$ cat config.mk
export PLATFORM = sky130hd
export DESIGN_NAME = ads8556_emu
export DESIGN_NICKNAME = d
export VERILOG_FILES = /design/src/rtl/ads8556_emu_pkg.sv /design/src/rtl/ads8556_emu_edge_sync.sv /design/src/rtl/ads8556_emu.sv
export SDC_FILE = /design/constraint.sdc
export NUM_CORES = 1
export LEC_CHECK = 0
export ABC_AREA = 1
export CAP_MARGIN = 20
export CORE_UTILIZATION = 45
export DETAILED_ROUTE_END_ITERATION = 8
export PLACE_DENSITY = 0.71
export REMOVE_ABC_BUFFERS = 1
export SETUP_SLACK_MARGIN = 0.4
export SLEW_MARGIN = 20
export SYNTH_ARGS = -nofsm -noshare
export SYNTH_HDL_FRONTEND = slang
export SYNTH_SLANG_ARGS = --single-unit
$ cat constraint.sdc
create_clock -name clk -period 2.6 [get_ports clk]
set_input_delay 0.52 -clock clk [delete_from_list [all_inputs] [get_ports clk]]
set_output_delay 0.52 -clock clk [all_outputs]
set_load 0.1 [all_outputs]
$ cat src/rtl/ads8556_emu_pkg.sv
// Shared constants, state encoding and channel pattern generator for the ADS8556 emulator.
package ads8556_emu_pkg;

  localparam int unsigned NUM_CH = 6;
  localparam int unsigned DATA_W = 16;
  localparam int unsigned PTR_W  = 3;
  localparam int unsigned CFG_W  = 32;

  typedef enum logic [1:0] {
    IDLE  = 2'd0,
    CONV  = 2'd1,
    READY = 2'd2
  } emu_state_e;

  localparam logic [1:0] PAT_RAMP = 2'd0;
  localparam logic [1:0] PAT_TAG  = 2'd1;
  localparam logic [1:0] PAT_EXT  = 2'd2;

  localparam logic [DATA_W-1:0] TAG_BASE = 16'hA5A0;
  localparam logic [DATA_W-1:0] CH_STEP  = 16'h1000;

  // Value of channel k for sample n under the selected pattern; mode 3 aliases the ramp.
  function automatic logic [DATA_W-1:0] chan_value(
    input logic [1:0]               mode,
    input logic [DATA_W-1:0]        n,
    input logic [PTR_W-1:0]         k,
    input logic [NUM_CH*DATA_W-1:0] ext
  );
    logic [DATA_W-1:0] ramp;
    logic [DATA_W-1:0] v;
    ramp = n + DATA_W'(k) * CH_STEP;
    case (mode)
      PAT_RAMP: v = ramp;
      PAT_TAG:  v = TAG_BASE | DATA_W'(k);
      PAT_EXT:  v = ext[k*DATA_W +: DATA_W];
      default:  v = ramp;
    endcase
    return v;
  endfunction

endpackage

$ cat src/rtl/ads8556_emu_edge_sync.sv
// Multi-flop synchronizer for one control pin with rise/fall pulses on the synchronized copy.
module emu_edge_sync #(
  parameter int unsigned SYNC_STAGES = 2,
  parameter logic        RST_VAL     = 1'b0
) (
  input  logic clk,
  input  logic rst,
  input  logic d_i,
  output logic q_o,
  output logic rise_c,
  output logic fall_c
);

  logic [SYNC_STAGES-1:0] sync_q, sync_d;
  logic                   prev_q, prev_d;

  always_comb begin
    sync_d = {sync_q[SYNC_STAGES-2:0], d_i};
    prev_d = sync_q[SYNC_STAGES-1];
  end

  // Reset to the pin's idle level so release of rst never looks like an edge.
  always_ff @(posedge clk) begin
    if (rst) begin
      sync_q <= {SYNC_STAGES{RST_VAL}};
      prev_q <= RST_VAL;
    end else begin
      sync_q <= sync_d;
      prev_q <= prev_d;
    end
  end

  assign q_o    = sync_q[SYNC_STAGES-1];
  assign rise_c = q_o & ~prev_q;
  assign fall_c = ~q_o & prev_q;

endmodule

$ cat src/rtl/ads8556_emu.sv
// Device-side ADS8556 model: conversion timing, shadowed channel reads and config writes.
module ads8556_emu
  import ads8556_emu_pkg::*;
#(
  parameter int unsigned CONV_CYCLES = 140,
  parameter int unsigned SYNC_STAGES = 2
) (
  input  logic                     clk,
  input  logic                     rst,
  input  logic                     ads_conv,
  input  logic                     ads_csn,
  input  logic                     ads_rdn,
  input  logic                     ads_wrn,
  input  logic                     ads_standbyn,
  input  logic                     ads_reset,
  output logic                     ads_busy,
  input  logic [DATA_W-1:0]        ads_data_i,
  output logic [DATA_W-1:0]        ads_data_o,
  output logic                     ads_data_oe,
  input  logic [1:0]               pat_mode,
  input  logic [NUM_CH*DATA_W-1:0] ext_data,
  output logic [CFG_W-1:0]         cfg_word,
  output logic                     cfg_valid,
  output logic [DATA_W-1:0]        sample_cnt,
  output logic                     conv_overrun,
  output logic                     bus_err
);

  localparam int unsigned       NUM_CTRL  = 6;
  // Idle levels in {reset, standbyn, wrn, rdn, csn, conv} order.
  localparam logic [NUM_CTRL-1:0] CTRL_IDLE = 6'b011110;
  localparam logic [DATA_W-1:0] CNT_LOAD  = DATA_W'(CONV_CYCLES - 1);

  logic [NUM_CTRL-1:0] ctrl_raw, ctrl_s, ctrl_rise, ctrl_fall;
  assign ctrl_raw = {ads_reset, ads_standbyn, ads_wrn, ads_rdn, ads_csn, ads_conv};

  for (genvar i = 0; i < NUM_CTRL; i++) begin : g_sync
    emu_edge_sync #(
      .SYNC_STAGES (SYNC_STAGES),
      .RST_VAL     (CTRL_IDLE[i])
    ) u_sync (
      .clk    (clk),
      .rst    (rst),
      .d_i    (ctrl_raw[i]),
      .q_o    (ctrl_s[i]),
      .rise_c (ctrl_rise[i]),
      .fall_c (ctrl_fall[i])
    );
  end

  logic conv_rise, csn_s, rdn_s, rdn_fall, wrn_s, wrn_rise, standbyn_s, reset_s;
  logic strobe_clash, rd_ev, wr_ev;
  logic unused_ctrl;

  assign conv_rise  = ctrl_rise[0];
  assign csn_s      = ctrl_s[1];
  assign rdn_s      = ctrl_s[2];
  assign rdn_fall   = ctrl_fall[2];
  assign wrn_s      = ctrl_s[3];
  assign wrn_rise   = ctrl_rise[3];
  assign standbyn_s = ctrl_s[4];
  assign reset_s    = ctrl_s[5];
  assign unused_ctrl = ^{ctrl_s[0], ctrl_rise[5:4], ctrl_rise[2:1], ctrl_fall[5:3], ctrl_fall[1:0]};

  // A strobe edge only counts while the opposite strobe is idle.
  assign strobe_clash = ~csn_s & ~rdn_s & ~wrn_s;
  assign rd_ev        = rdn_fall & ~csn_s & wrn_s;
  assign wr_ev        = wrn_rise & ~csn_s & rdn_s;

  emu_state_e        state_q, state_d;
  logic [DATA_W-1:0] cnt_q, cnt_d;
  logic              busy_q, busy_d;
  logic [PTR_W-1:0]  ch_ptr_q, ch_ptr_d;
  logic              word_ptr_q, word_ptr_d;
  logic [DATA_W-1:0] shadow_q [NUM_CH];
  logic [DATA_W-1:0] shadow_d [NUM_CH];
  logic [DATA_W-1:0] cfg_hi_q, cfg_hi_d;
  logic [CFG_W-1:0]  cfg_word_q, cfg_word_d;
  logic              cfg_valid_q, cfg_valid_d;
  logic [DATA_W-1:0] sample_cnt_q, sample_cnt_d;
  logic              conv_overrun_q, conv_overrun_d;
  logic              bus_err_q, bus_err_d;
  logic [DATA_W-1:0] data_o_q, data_o_d;
  logic              oe_q, oe_d;

  always_comb begin
    state_d        = state_q;
    cnt_d          = cnt_q;
    busy_d         = busy_q;
    ch_ptr_d       = ch_ptr_q;
    word_ptr_d     = word_ptr_q;
    shadow_d       = shadow_q;
    cfg_hi_d       = cfg_hi_q;
    cfg_word_d     = cfg_word_q;
    cfg_valid_d    = 1'b0;
    sample_cnt_d   = sample_cnt_q;
    conv_overrun_d = conv_overrun_q;
    bus_err_d      = bus_err_q | strobe_clash;
    data_o_d       = data_o_q;
    oe_d           = 1'b0;

    if (reset_s) begin
      state_d    = IDLE;
      cnt_d      = '0;
      busy_d     = 1'b0;
      ch_ptr_d   = '0;
      word_ptr_d = 1'b0;
      shadow_d   = '{default: '0};
      cfg_hi_d   = '0;
      cfg_word_d = '0;
      data_o_d   = '0;
    end else if (!standbyn_s) begin
      state_d  = IDLE;
      busy_d   = 1'b0;
      ch_ptr_d = '0;
    end else begin
      oe_d = ~csn_s & ~rdn_s & wrn_s;

      if (rd_ev) begin
        data_o_d = shadow_q[ch_ptr_q];
        if (state_q != CONV) begin
          ch_ptr_d = (ch_ptr_q == PTR_W'(NUM_CH - 1)) ? '0 : ch_ptr_q + 1'b1;
        end
      end

      if (wr_ev) begin
        word_ptr_d = ~word_ptr_q;
        if (!word_ptr_q) begin
          cfg_hi_d = ads_data_i;
        end else begin
          cfg_word_d  = {cfg_hi_q, ads_data_i};
          cfg_valid_d = 1'b1;
        end
      end

      // Conversion start placed after the read so a coincident read still sees the old shadow.
      if (state_q == CONV) begin
        if (conv_rise) conv_overrun_d = 1'b1;
        if (cnt_q == '0) begin
          state_d      = READY;
          busy_d       = 1'b0;
          ch_ptr_d     = '0;
          sample_cnt_d = sample_cnt_q + 16'd1;
          for (int k = 0; k < NUM_CH; k++) begin
            shadow_d[k] = chan_value(pat_mode, sample_cnt_q, PTR_W'(k), ext_data);
          end
        end else begin
          cnt_d = cnt_q - 16'd1;
        end
      end else if (conv_rise) begin
        state_d  = CONV;
        busy_d   = 1'b1;
        cnt_d    = CNT_LOAD;
        ch_ptr_d = '0;
      end
    end
  end

  always_ff @(posedge clk) begin
    if (rst) begin
      state_q        <= IDLE;
      cnt_q          <= '0;
      busy_q         <= 1'b0;
      ch_ptr_q       <= '0;
      word_ptr_q     <= 1'b0;
      shadow_q       <= '{default: '0};
      cfg_hi_q       <= '0;
      cfg_word_q     <= '0;
      cfg_valid_q    <= 1'b0;
      sample_cnt_q   <= '0;
      conv_overrun_q <= 1'b0;
      bus_err_q      <= 1'b0;
      data_o_q       <= '0;
      oe_q           <= 1'b0;
    end else begin
      state_q        <= state_d;
      cnt_q          <= cnt_d;
      busy_q         <= busy_d;
      ch_ptr_q       <= ch_ptr_d;
      word_ptr_q     <= word_ptr_d;
      shadow_q       <= shadow_d;
      cfg_hi_q       <= cfg_hi_d;
      cfg_word_q     <= cfg_word_d;
      cfg_valid_q    <= cfg_valid_d;
      sample_cnt_q   <= sample_cnt_d;
      conv_overrun_q <= conv_overrun_d;
      bus_err_q      <= bus_err_d;
      data_o_q       <= data_o_d;
      oe_q           <= oe_d;
    end
  end

  assign ads_busy     = busy_q;
  assign ads_data_o   = data_o_q;
  assign ads_data_oe  = oe_q;
  assign cfg_word     = cfg_word_q;
  assign cfg_valid    = cfg_valid_q;
  assign sample_cnt   = sample_cnt_q;
  assign conv_overrun = conv_overrun_q;
  assign bus_err      = bus_err_q;

endmodule
==> summary.md <==
| Metric | Value |
|---|---|
| Startpoint-to-endpoint class of the critical path | in -> reg |
| Total via count in the routed design | 9665 |
| Number of instances in the synthesized netlist | 1318 |
| Share of total power consumed by net switching | 0.243 |
| Portion of synthesized cell area occupied by the leading cell type | 0.448 |
| Outcome | finished clean |
| Number of remaining DRC errors | 0 |
| Logic gate share of total power | 0.098 |
| Met3 demand-to-capacity share in global routing | 0.0374 |
| Fmax achieved | 488 MHz |
| Die extent in y | 149 um |
| Total setup violations reported at the end of the flow | 0 |
| Static leakage | 0.00506 uW |
| Net switching power | 1850 uW |
| Largest voltage drop on the vdd net | 376 uV |
| RSZ-0062 raised after global routing | no |
| Post-route clock skew | 9.90 ps |
| Sequential group share of total power | 0.449 |
| Share of the synthesized area in compound gates (AO/OA/AOI/OAI) | 0.254 |
| Placement Rows | 53 |
| Fraction of power consumed by the clock network | 0.452 |
| Most used cells in the layout excluding fill and tap cells | 237 x sky130_fd_sc_hd__nand2_1, 228 x sky130_fd_sc_hd__a21oi_1, 217 x sky130_fd_sc_hd__dfxtp_1, 146 x sky130_fd_sc_hd__o21ai_0, 121 x sky130_fd_sc_hd__clkdlybuf4s50_1 |
| Number of synthesized register bits | 217 |
| Dpl cells | 1734 |
| Final non-filler cell area | 0.0126 mm2 |
| Clock Tree Buf Depth | 3 |
| Post-synthesis instance area | 0.00969 mm2 |
| Area taken by flip-flops and latches | 0.00434 mm2 |
| First DRT Iteration DRCs | 786 |
| Routed WL per cell | 16.0 um |
| Endpoint kind of the worst setup timing path | flip-flop |
| Footprint of the multi-input gates | 0.00464 mm2 |
| Final wirelength | 28400 um |
| Tightest Hold Check Type | reg -> reg |
| Total gr overflow | 0 |
| Fraction of met1 tracks used by global routing | 0.345 |
| Count of input and output buffers | 190 |
| Via density per instance | 5.42 |
| Global routing usage summed across all routing layers | 0.251 |
| Effective utilization at floorplan | 0.459 |
| Synthesized-area fraction occupied by xor and xnor cells | 0.00994 |
| Critical path startpoint category | primary input |
| Grt met2 use | 0.401 |
| Avg Synthesized Cell Area | 7.35 um2 |
| Vias in the first global route | 8734 |
| Data required time at the worst endpoint | 3040 ps |
| Most common cell after layout, fill and taps aside | sky130_fd_sc_hd__nand2_1 |
| Min Clock Period, post-route | 2050 ps |
| Number of iterations in the first detailed-routing pass | 5 |
| Die Width | 149 um |
| Dominant cell type by area after synthesis | sky130_fd_sc_hd__dfxtp_1 |
| Synth top area cells | sky130_fd_sc_hd__dfxtp_1 45%, sky130_fd_sc_hd__a21oi_1 12%, sky130_fd_sc_hd__nand2_1 9.2% |
| Data arrival at the endpoint of the critical path | 2490 ps |
| GRT busiest layer | met2 |
| Final Instance Count excl. Fillers | 1782 |
| Detailed-placement wirelength estimate | 19300 um |
| Final number of max-transition violations | 0 |
| Area of the core | 0.0211 mm2 |
| RD Place Congestion | 0.873 |
| First-pass GRT wire length | 44700 um |
| TritonCTS clock tree | built |
| # nets final | 1617 |
| Headroom to the max-slew limit | 0.405 |
| Clock transition time at the flip-flop clock pins of the worst setup and hold paths | 60 ps |
| Synth-to-Final Area Change | 29.7% |
| Clock root buffer | sky130_fd_sc_hd__clkbuf_16 |
| CP Max Fanout | 6 |
| Worst Max-Slew Pin Slew | 884 ps |
| Total number of H-tree levels | 1 |
| Antenna violations before repair | 2 |
| MaxCap Viol Count | 0 |
| Adder and majority gate portion of the synthesized area | 0.0116 |
| Portion of netlist area occupied by mux cells | 0 |
| Fill cell instance count of the final layout | 1923 |
| Sequential share of the synthesized area | 0.448 |
| Cell internal pwr | 5780 uW |
| Number of enable-type register cells in the synthesized netlist | 0 |
| Largest net degree at the start of global routing | 126 |
| Count of distinct cell types in the synthesized netlist | 38 |
| Ys flop type | sky130_fd_sc_hd__dfxtp_1 |
| Synth warnings | 0 |
| Utilization after layout | 0.596 |
| Number of failing hold endpoints at the final stage | 0 |
| Combinational family with the most area after synthesis | compound AO/OA/AOI/OAI gates |
| Number of buffers added by the clock tree synthesis step | 24 |
| Layout cell share with drive strength beyond 1 | 0.124 |
| PwrDens | 607 mW/mm2 |
| Die footprint | 0.0221 mm2 |
| Synthesized-area fraction occupied by and/or/nand/nor cells | 0.202 |
| Synth async-reset ratio | 0 |
| Later-pin clock latency in the skew report | 510 ps |
| Clock sink total | 217 |
| Area after DPL | 0.0117 mm2 |
| I/O Pins | 191 |
| Part of the cycle the worst path needs | 0.787 |
| Count of nets left with antenna violations after detail routing | 0 |
-- repair_timing --
action / in CTS / in global routing
hold buffers: 0 / 0
buffers inserted: 0 / 1
hold endpoints to repair: 0 / 0
resized for setup: 0 / 1
setup endpoints to repair: 0 / 94
-- final cells by class --
type,count,share of cell area
clock buffers,31,0.0540
inverters,83,0.0248
diodes,3,0.000597
flip-flops and latches,217,0.346
well taps,275,0.0274
repair buffers,227,0.168
multi-input cells,933,0.369
clock inverters,13,0.0109
-- critical path, stage by stage --
cell	delay, ps
sky130_fd_sc_hd__clkdlybuf4s50_1	550
sky130_fd_sc_hd__inv_1	70
sky130_fd_sc_hd__ha_1	290
sky130_fd_sc_hd__inv_1	90
sky130_fd_sc_hd__o21ai_0	700
sky130_fd_sc_hd__a21oi_1	90
sky130_fd_sc_hd__a21oi_1	180
-- layer usage --
metal / up-vias / wire, um / share of wire
met5: - / 0 / 0
met4: 0 / 714 / 0.025
met3: 53 / 2220 / 0.078
met2: 369 / 12900 / 0.46
met1: 4422 / 12600 / 0.44
li1: 4821 / - / -
-- per-stage QoR --
stage                     worst slack (ps)  power (uW)  setup TNS, ps  hold WS, ps
after global routing                   399        7920              0          422
after global placement                 141        4230              0          394
after CTS                              440        7670              0          408
after floorplan                      -3570        3880        -477820          388
after detailed placement              84.8        4240              0          395
final                                  553        7630              0          406
-- cells by family (layout without fill, tap and decap cells) --
logic type                 Yosys count  in the layout
other                                0              3
xor gates and xnor gates            11             11
adders and majority gates            9              9
AOI/OAI and AO/OA                  464            464
and+or+nand+nor                    449            449
buffers and inverters              168            354
DFF                                217            217
-- power groups by stage --
| stage | Sequential, uW | Clock, uW | Combinational (uW) |
|---|---|---|---|
| global placement | 3500 | 0 | 734 |
| global route | 3430 | 3660 | 825 |
| CTS | 3430 | 3500 | 743 |
| floorplan | 3520 | 0 | 364 |
| finish | 3430 | 3450 | 749 |
| detailed placement | 3500 | 0 | 738 |
-- cells in the mapped netlist, types with 6 or more instances --
cell type                  instances
sky130_fd_sc_hd__nand2_1         237
sky130_fd_sc_hd__o211ai_1         14
sky130_fd_sc_hd__nand3_1          56
sky130_fd_sc_hd__a22oi_1          14
sky130_fd_sc_hd__nand4_1           9
sky130_fd_sc_hd__ha_1              9
sky130_fd_sc_hd__or2_2            22
sky130_fd_sc_hd__inv_1            78
sky130_fd_sc_hd__dfxtp_1         217
sky130_fd_sc_hd__o21ai_1          25
sky130_fd_sc_hd__a31oi_1          16
sky130_fd_sc_hd__o21a_1           16
sky130_fd_sc_hd__clkbuf_1         51
sky130_fd_sc_hd__buf_2            22
sky130_fd_sc_hd__nor2_1           93
sky130_fd_sc_hd__o21ai_0         147
sky130_fd_sc_hd__nor3_1           15
sky130_fd_sc_hd__a21oi_1         228
sky130_fd_sc_hd__buf_6             6
sky130_fd_sc_hd__xor2_1            7
-- path summary, 6_finish.rpt --
path                              start                    endpoint  slack, ps  cells after the start
max                         pat_mode[0]                shadow_q[58]        550                      7
min          g_sync[0].u_sync.sync_q[0]  g_sync[0].u_sync.sync_q[1]        410                      2
max reg2reg                    cnt_q[0]                shadow_q[14]        600                     11
min reg2reg  g_sync[0].u_sync.sync_q[0]  g_sync[0].u_sync.sync_q[1]        410                      2
-- registers in the layout, indices dropped and copies added (netlist names) --
register / flops
word_ptr_q: 1
ch_ptr_q: 3
cnt_q: 16
conv_overrun: 1
cfg_valid: 1
state_q: 2
ads_data_oe: 1
bus_err: 1
shadow_q: 96
cfg_word: 32
sample_cnt: 16
ads_data_o: 16
g_sync.u_sync.sync_q: 12
cfg_hi_q: 16
g_sync.u_sync.prev_q: 3
(Power assumes the default switching activity.)
